--- src/rtl/muldiv_pkg.sv ---
// Shared encodings and defaults for the iterative multiply/divide sequencer.
package muldiv_pkg;

  localparam int DEFAULT_WIDTH = 32;

  typedef enum logic [1:0] {
    OP_MUL   = 2'b00,
    OP_MULHU = 2'b01,
    OP_DIVU  = 2'b10,
    OP_REMU  = 2'b11
  } op_e;

  typedef enum logic [1:0] {
    ST_IDLE = 2'b00,
    ST_RUN  = 2'b01,
    ST_DONE = 2'b10
  } state_e;

  // Bit 1 of the op selects the divider; bit 0 selects the high/remainder half.
  function automatic logic op_is_div(input logic [1:0] o);
    return o[1];
  endfunction

  function automatic logic op_takes_hi(input logic [1:0] o);
    return o[0];
  endfunction

endpackage

--- src/rtl/muldiv_step.sv ---
// One combinational iteration: shift-add multiply or restoring-divide step.
// Divider path is compiled only when MULDIV_DIV_EN is defined.
module muldiv_step
  import muldiv_pkg::*;
#(
  parameter int WIDTH = DEFAULT_WIDTH
) (
  input  logic             is_div,
  input  logic [WIDTH-1:0] hi,
  input  logic [WIDTH-1:0] lo,
  input  logic [WIDTH-1:0] opnd,
  output logic [WIDTH-1:0] hi_n,
  output logic [WIDTH-1:0] lo_n
);

  logic [WIDTH:0] sum;

  // Multiply: lo holds the remaining multiplier bits, product shifts in from the top.
  always_comb begin
    sum = {1'b0, hi};
    if (lo[0]) sum = {1'b0, hi} + {1'b0, opnd};
  end

`ifdef MULDIV_DIV_EN
  logic [WIDTH:0] shifted;
  logic [WIDTH:0] diff;

  // Divide: hi is the partial remainder, lo shifts dividend out and quotient in.
  always_comb begin
    shifted = {hi, lo[WIDTH-1]};
    diff    = shifted - {1'b0, opnd};
    if (is_div) begin
      hi_n = diff[WIDTH] ? shifted[WIDTH-1:0] : diff[WIDTH-1:0];
      lo_n = {lo[WIDTH-2:0], ~diff[WIDTH]};
    end else begin
      hi_n = sum[WIDTH:1];
      lo_n = {sum[0], lo[WIDTH-1:1]};
    end
  end
`else
  logic unused_is_div;
  assign unused_is_div = is_div;
  assign hi_n = sum[WIDTH:1];
  assign lo_n = {sum[0], lo[WIDTH-1:1]};
`endif

endmodule

--- src/rtl/muldiv_sequencer.sv ---
// Execute-stage multi-cycle MUL/MULHU/DIVU/REMU sequencer with flush abort.
// MULDIV_DIV_EN enables the divider; without it DIVU/REMU complete as illegal.
module muldiv_sequencer
  import muldiv_pkg::*;
#(
  parameter int WIDTH = DEFAULT_WIDTH
) (
  input  logic             clock,
  input  logic             reset,
  input  logic             start,
  input  logic [1:0]       op,
  input  logic [WIDTH-1:0] src_a,
  input  logic [WIDTH-1:0] src_b,
  input  logic             accept,
  input  logic             flush,
  output logic             alu_ready,
  output logic             busy,
  output logic [WIDTH-1:0] result,
  output logic             illegal
);

  localparam int CW = (WIDTH > 2) ? $clog2(WIDTH) : 1;

  state_e           state_q, state_d;
  logic [CW-1:0]    cnt_q, cnt_d;
  logic [1:0]       op_q, op_d;
  logic [WIDTH-1:0] opnd_q, opnd_d;
  logic [WIDTH-1:0] hi_q, hi_d;
  logic [WIDTH-1:0] lo_q, lo_d;
  logic [WIDTH-1:0] result_q, result_d;
  logic             illegal_q, illegal_d;
  logic [WIDTH-1:0] hi_n, lo_n;

  muldiv_step #(.WIDTH(WIDTH)) u_step (
    .is_div (op_is_div(op_q)),
    .hi     (hi_q),
    .lo     (lo_q),
    .opnd   (opnd_q),
    .hi_n   (hi_n),
    .lo_n   (lo_n)
  );

  always_comb begin
    state_d   = state_q;
    cnt_d     = cnt_q;
    op_d      = op_q;
    opnd_d    = opnd_q;
    hi_d      = hi_q;
    lo_d      = lo_q;
    result_d  = result_q;
    illegal_d = illegal_q;
    if (flush) begin
      state_d = ST_IDLE;
    end else begin
      case (state_q)
        ST_IDLE: if (start) begin
`ifndef MULDIV_DIV_EN
          if (op_is_div(op)) begin
            state_d   = ST_DONE;
            result_d  = '0;
            illegal_d = 1'b1;
          end else
`endif
          begin
            state_d   = ST_RUN;
            op_d      = op;
            cnt_d     = CW'(WIDTH - 1);
            hi_d      = '0;
            // Divider keeps the divisor as operand and shifts the dividend through lo.
            opnd_d    = op_is_div(op) ? src_b : src_a;
            lo_d      = op_is_div(op) ? src_a : src_b;
            illegal_d = 1'b0;
          end
        end
        ST_RUN: begin
          hi_d = hi_n;
          lo_d = lo_n;
          if (cnt_q == '0) begin
            state_d  = ST_DONE;
            result_d = op_takes_hi(op_q) ? hi_n : lo_n;
          end else begin
            cnt_d = cnt_q - 1'b1;
          end
        end
        ST_DONE: if (accept) state_d = ST_IDLE;
        default: state_d = ST_IDLE;
      endcase
    end
  end

  always_ff @(posedge clock or posedge reset) begin
    if (reset) begin
      state_q   <= ST_IDLE;
      cnt_q     <= '0;
      op_q      <= OP_MUL;
      opnd_q    <= '0;
      hi_q      <= '0;
      lo_q      <= '0;
      result_q  <= '0;
      illegal_q <= 1'b0;
    end else begin
      state_q   <= state_d;
      cnt_q     <= cnt_d;
      op_q      <= op_d;
      opnd_q    <= opnd_d;
      hi_q      <= hi_d;
      lo_q      <= lo_d;
      result_q  <= result_d;
      illegal_q <= illegal_d;
    end
  end

  assign busy      = (state_q != ST_IDLE);
  assign alu_ready = (state_q == ST_DONE) || ((state_q == ST_IDLE) && !start);
  assign result    = result_q;
  assign illegal   = illegal_q;

endmodule
--- config.mk ---
export PLATFORM = sky130hd
export DESIGN_NAME = muldiv_sequencer
export DESIGN_NICKNAME = d
export VERILOG_FILES = /design/src/rtl/muldiv_pkg.sv /design/src/rtl/muldiv_step.sv /design/src/rtl/muldiv_sequencer.sv
export SDC_FILE = /design/constraint.sdc
export NUM_CORES = 1
export LEC_CHECK = 0
export BUFFER_PORTS_ARGS = -buffer_cell sky130_fd_sc_hd__buf_2
export CORE_MARGIN = 2
export CORE_UTILIZATION = 51
export CTS_CLUSTER_DIAMETER = 50
export DETAILED_ROUTE_END_ITERATION = 10
export PLACE_DENSITY = 0.72
export SETUP_SLACK_MARGIN = 0.02
export SKIP_LAST_GASP = 1
export SLEW_MARGIN = 10
export SYNTH_ARGS = -nofsm -noshare
export SYNTH_HDL_FRONTEND = slang
export SYNTH_SLANG_ARGS = --single-unit
--- constraint.sdc ---
create_clock -name clock -period 4.65 [get_ports clock]
set_input_delay 1.1625 -clock clock [delete_from_list [all_inputs] [get_ports clock]]
set_output_delay 1.1625 -clock clock [all_outputs]
set_load 0.005 [all_outputs]
Yosys cells after proc, flatten, opt, wreduce, memory -nomap -nowiden
Index checks and enable logic that the tools add are counted.
- register bits after elaboration: 137
- input bits: 71
- output and inout bits: 35
- logic and storage cells: 58
- $add $sub $neg: 2
- equal/unequal tests: 10
- muxes and demuxes: 23
- bitwise gates (word level): 2
- reductions and logical operators: 13
- operator list (operator ; number):
    $mux W32 ; 8
    $pmux W32 S2 ; 3
    $add A32 B32 Y33 ; 1
    $mux W33 ; 1
    $mux W5 ; 3
    $mux W2 ; 5
    $ne A2 B2 Y1 const B ; 5
    $pmux W5 S2 ; 1
    $reduce_and A5 Y1 ; 2
    $ne A3 B3 Y1 const B ; 3
    $reduce_and A4 Y1 ; 2
    $pmux W2 S3 ; 1
    $reduce_and A3 Y1 ; 2
    $logic_not A5 Y1 ; 1
    $sub A5 B1 Y5 const B ; 1
    $reduce_bool A2 Y1 ; 2
    $eq A2 B1 Y1 const B ; 1
    $eq A2 B2 Y1 const B ; 1
    $logic_not A2 Y1 ; 1
    $not A1 Y1 ; 2
    $logic_and A1 B1 Y1 ; 1
    $logic_not A1 Y1 ; 1
    $logic_or A1 B1 Y1 ; 1
    $mux W1 ; 1

Logic depth before layout (Yosys ltp)
- depth after elaboration: 5
- depth in mapped cells: 12
- depth with buffers taken out: 12

Modules after synthesis
A second synthesis with hierarchy kept.
- cells, all modules: 936
- area total of the unflattened synthesis: 8324.2 um^2
- by module, submodules not included (module ; times used ; cells an instance ; area each (um^2) ; seq. area each (um^2)):
    muldiv_sequencer ; 1 ; 609 ; 5943.2 ; 3428.3
    muldiv_step ; 1 ; 327 ; 2381.0 ; 0.0

Worst setup path before layout
OpenSTA, ideal clock, no wires.
- path type: register to register
- from: register hi_q[0]
- to: register hi_q[27]
- library setup time: 122 ps
- data arrival time: 2777 ps
- required time: 4528 ps
- setup slack: 1751 ps
- cell stages (with the launch flop): 13
- path buffers: 0
- period minus slack after synthesis: 2899 ps
- path through: dfrtp_1 -> ha_1 -> inv_1 -> fa_1 -> and2b_1 -> o2111ai_1 -> a21oi_1 -> a21oi_1 -> o31ai_2 -> a21oi_2 -> a21bo_1 -> mux2_1 -> a32o_1
- cells in the longest elaborated chain, start to end: 3
- RTL lines (element ; line ; text):
    start: declaration ; muldiv_sequencer.sv:28 ; logic [WIDTH-1:0] hi_q, hi_d;
    start signal: assignment ; muldiv_sequencer.sv:106 ; hi_q <= hi_d;
    $add A32 B32 Y33 ; muldiv_step.sv:21 ; if (lo[0]) sum = {1'b0, hi} + {1'b0, opnd};
    $mux W33 ; muldiv_step.sv:21 ;
    $pmux W32 S2 ; muldiv_sequencer.sv:55 ; case (state_q)
Every way passes these cells.
A chain may end at the register's enable or synchronous reset.

Worst setup path after layout
Same ends and word-level chain as after synthesis.

==> reports/qor.csv <==
stage;metric;value;unit
synth;synth_fp_nets;967;
worst_setup_path;endpoint_arrival_time_on_the_critical_path;3.53;ns
floorplanning;die_h;128;µm
sta;fin_crit_sh;0.691;
floorplanning;rows;45;
sta;final.min_clock_period;3.22;ns
floorplanning;die_width;128;µm
drt;routed_via_density;5.73;
floorplanning;top_level_ports;106;
place;place.detailed.hpwl;13200;µm
layout;drive_above_1_share;0.176;
pwr;pwr-share-clk;0.262;
synth;synth_warnings;0;
sta;timing.slew.headroom;0.338;
worst_setup_path;reg2reg_to;hi_q[27];
clock_tree;clkSlewWorstSetupHoldPaths;0.06;ns
pwr;netSwitchingFraction;0.399;
worst_setup_path;cpPeakStageDelay;0.37;ns
synth;synth_edf_count;0;
status;outcome;complete, no violations;
clock_tree;post_cts_buffers;0;
drt;drt_wl_total;19600;µm
grt;grt_start_max_net_pins;97;
worst_setup_path;worst_path_dominant_cell_family;compound AO/OA/AOI/OAI gates;
synth;synth_flop_cell;sky130_fd_sc_hd__dfrtp_1;
clock_tree;cts_inserted_buffers;17;
drt;drt-wirelength-per-cell;17.2;µm
layout;finish.net_count;1047;
layout;utilization;0.595;
clock_tree;tritoncts_num_sinks;137;
sta;hold_viol;0;
sta;finalWorstSetupSlack;1.43;ns
pwr;power_leakage;4.54;nW
clock_tree;ctsHoldBuffers;0;
clock_tree;cts.repair.resized;0;
grt;grt_most_used_layer;met2;
place;place.port_buffers;105;
drt;drt_iter0_drc;496;
min_path;hold_path.class;flip-flop to flip-flop;
floorplanning;initial_core_util;0.518;
flow_run;max_cap_violations;0;
grt;global_route_wire_length_before_repair;31800;µm
floorplanning;fp.coreArea;15100;µm²
drt;detailroute.via_count;6546;
sta;tns;0;ns
pwr;combinationalPowerShare;0.398;
synth;synth_seq_cells;137;
min_path;hold_path_startpoint;result[5];
worst_setup_path;crit_path_category;flip-flop to flip-flop;
layout;final_cell_mix;sky130_fd_sc_hd__nand2_1, sky130_fd_sc_hd__dfrtp_1, sky130_fd_sc_hd__buf_2, sky130_fd_sc_hd__o21ai_0, sky130_fd_sc_hd__mux2i_1;
synth;synth_largest_area_cell;sky130_fd_sc_hd__dfrtp_1;
grt;grt_util_met1;0.341;
place;dp.cells;1110;
worst_setup_path;start_kind;flip-flop;
worst_setup_path;regToRegSetupSlack;1.43;ns
sta;fin_hold_ws;0.476;ns
pwr;pwr_density_cell;568;nW/µm²
sta;timing_max_transition_violations_final;0;
worst_setup_path;cp-end-kind;flip-flop;
pwr;p_switching;2.03;mW
sta;clock.fmax;311;MHz
floorplanning;die_area;16300;µm²
synth;syn-cell-area;7820;µm²
synth;async_reset_ff_frac;1.00;
synth;synth_largest_type_area_fraction;0.438;
grt;antenna_found_initial;0;
pwr;intPower;3.06;mW
place;gp_routability_congestion;0.914;
sta;worst-slew-pin-transition;0.993;ns
grt;grt_overflow_total;0;
worst_setup_path;critical_path.cell_chain;ha_1 -> inv_1 -> fa_1 -> and2b_1 -> o2111ai_1 -> a21oi_1 -> a21oi_1 -> o31ai_2 -> a21oi_2 -> a21bo_1 -> mux2_1 -> a32o_1;
layout;final_cell_area;8970;µm²
worst_setup_path;r2r.worst_path.cells;12;
grt;track_usage;0.249;
place;placement.cell_area;8400;µm²
place;pre_cts_slack;1.45;ns
worst_setup_path;path_buf_inv;1;
min_path;min_delay_path_depth;2;
grt;global_route.usage.met2;0.398;
worst_setup_path;rr_startpoint;hi_q[0];
synth;ys_seq_area_frac;0.438;
layout;stdcell_count;1142;
synth;synthesized_instance_count;861;
worst_setup_path;critical_path.slowest_cell;sky130_fd_sc_hd__dfrtp_1;
grt;met3_track_utilization_from_global_routing;0.0413;
clock_tree;cts_tree;yes;
sta;grt_setup_unrepaired;false;
min_path;worstHoldEndpoint;result[5];
sta;final-setup-viol-count;0;
synth;synth_top_cells_by_area;sky130_fd_sc_hd__dfrtp_1, sky130_fd_sc_hd__nand2_1, sky130_fd_sc_hd__mux2i_1, sky130_fd_sc_hd__o21ai_0, sky130_fd_sc_hd__ha_1;
clock_tree;htreeDepth;4;
sta;finalClockSkew;0.00900;ns
worst_setup_path;crit_path_max_fanout;3;
pwr;totalPowerFinal;5.10;mW
pwr;highest_ir_drop_seen_on_vdd;0.370;mV
drt;drt_first_pass_iters;5;
layout;areaGrowthSynthToFinish;14.7;%
grt;grt_pass1_vias;6155;
pwr;proportion_of_power_drawn_by_flip_flops_and_latches;0.340;
drt;final_ant_viol_nets;0;
worst_setup_path;crit_top_cell;sky130_fd_sc_hd__a21oi_1;
layout;antenna_cells_inserted;0;
worst_setup_path;crit_required;4.97;ns
synth;syn-mean-instance-area;9.09;µm²
synth;synth.distinct_cells;71;
clock_tree;clk-insertion-delay-late;0.43;ns
layout;mostFrequentLayoutCell;sky130_fd_sc_hd__nand2_1;
clock_tree;clk_path_buf_depth;2;
clock_tree;cts-root-buf;sky130_fd_sc_hd__clkbuf_16;
drt;drc;0;
==> how the worst max path moves through the flow <==
stage                       start  endpoint  slack, ns  cells past startpoint
after global placement    hi_q[0]  hi_q[27]       1.52                     12
after detailed placement  hi_q[0]  hi_q[27]       1.45                     12
final                     hi_q[0]  hi_q[27]       1.43                     12
after global routing      hi_q[0]  hi_q[27]       1.23                     12
after floorplan           hi_q[0]  hi_q[27]       1.75                     12
after CTS                 hi_q[0]  hi_q[27]       1.42                     12
==> cell type report <==
cell class	instances	area, µm²
Fill cell	1344	6110
Tap cell	188	235
Multi-Input combinational cell	658	4070
Clock inverter	14	150
Inverter	12	48.8
Clock buffer	18	429
Sequential cell	137	3430
Timing Repair Buffer	115	613
==> power groups by stage <==
stage	logic, mW	registers (mW)	clock network [mW]
floorplan	1.63	1.67	0
global placement	1.97	1.74	0
detailed placement	2.00	1.75	0
CTS	2.02	1.73	1.35
global route	2.25	1.77	1.41
finish	2.03	1.74	1.33
==> per-layer routing <==
| metal | vias to the layer above | wire length, µm |
|---|---|---|
| li1 | 3206 | - |
| met1 | 3116 | 8900 |
| met2 | 193 | 9300 |
| met3 | 31 | 884 |
| met4 | 0 | 521 |
| met5 | - | 0 |
==> worst register-to-register path, stage by stage, from the launching register on <==
cell and delay, ns:
sky130_fd_sc_hd__dfrtp_1 0.37, sky130_fd_sc_hd__ha_1 0.18, sky130_fd_sc_hd__inv_1 0.06, sky130_fd_sc_hd__fa_1 0.37, sky130_fd_sc_hd__and2b_1 0.24, sky130_fd_sc_hd__o2111ai_1 0.15, sky130_fd_sc_hd__a21oi_1 0.32, sky130_fd_sc_hd__a21oi_1 0.17
sky130_fd_sc_hd__o31ai_2 0.36, sky130_fd_sc_hd__a21oi_2 0.12, sky130_fd_sc_hd__a21bo_1 0.20, sky130_fd_sc_hd__mux2_1 0.33, sky130_fd_sc_hd__a32o_1 0.24
==> cells in the mapped netlist (all sizes together) (3+ instances only) <==
library cell	n
buf	12
ha	34
inv	12
a22o	7
dfrtp	137
a32oi	13
a21oi	57
o21a	4
a21o	18
clkbuf	41
nand2	195
or2	3
xor2	8
o31ai	3
nor3	8
and2	3
o21ai	105
nor2b	6
o211ai	7
and3	4
a22oi	4
nor2	37
nand4	10
mux2i	57
nand3	10
a32o	4
nand2b	6
o21bai	4
xnor2	18
==> sequential cells by signal (all words and copies together) (netlist names) <==
register / count
cnt_q: 5
hi_q: 32
illegal: 1
lo_q: 32
op_q: 1
opnd_q: 32
result: 32
state_q: 2
==> logic make-up after synthesis <==
group	synth area share
adders and majority gates	0.0569
buffers and inverters	0.0433
and+or+nand+nor	0.160
DFF	0.438
muxes	0.0758
xor gates and xnor gates	0.0291
AOI/OAI and AO/OA	0.196
Power figures use the tool's default switching activity.
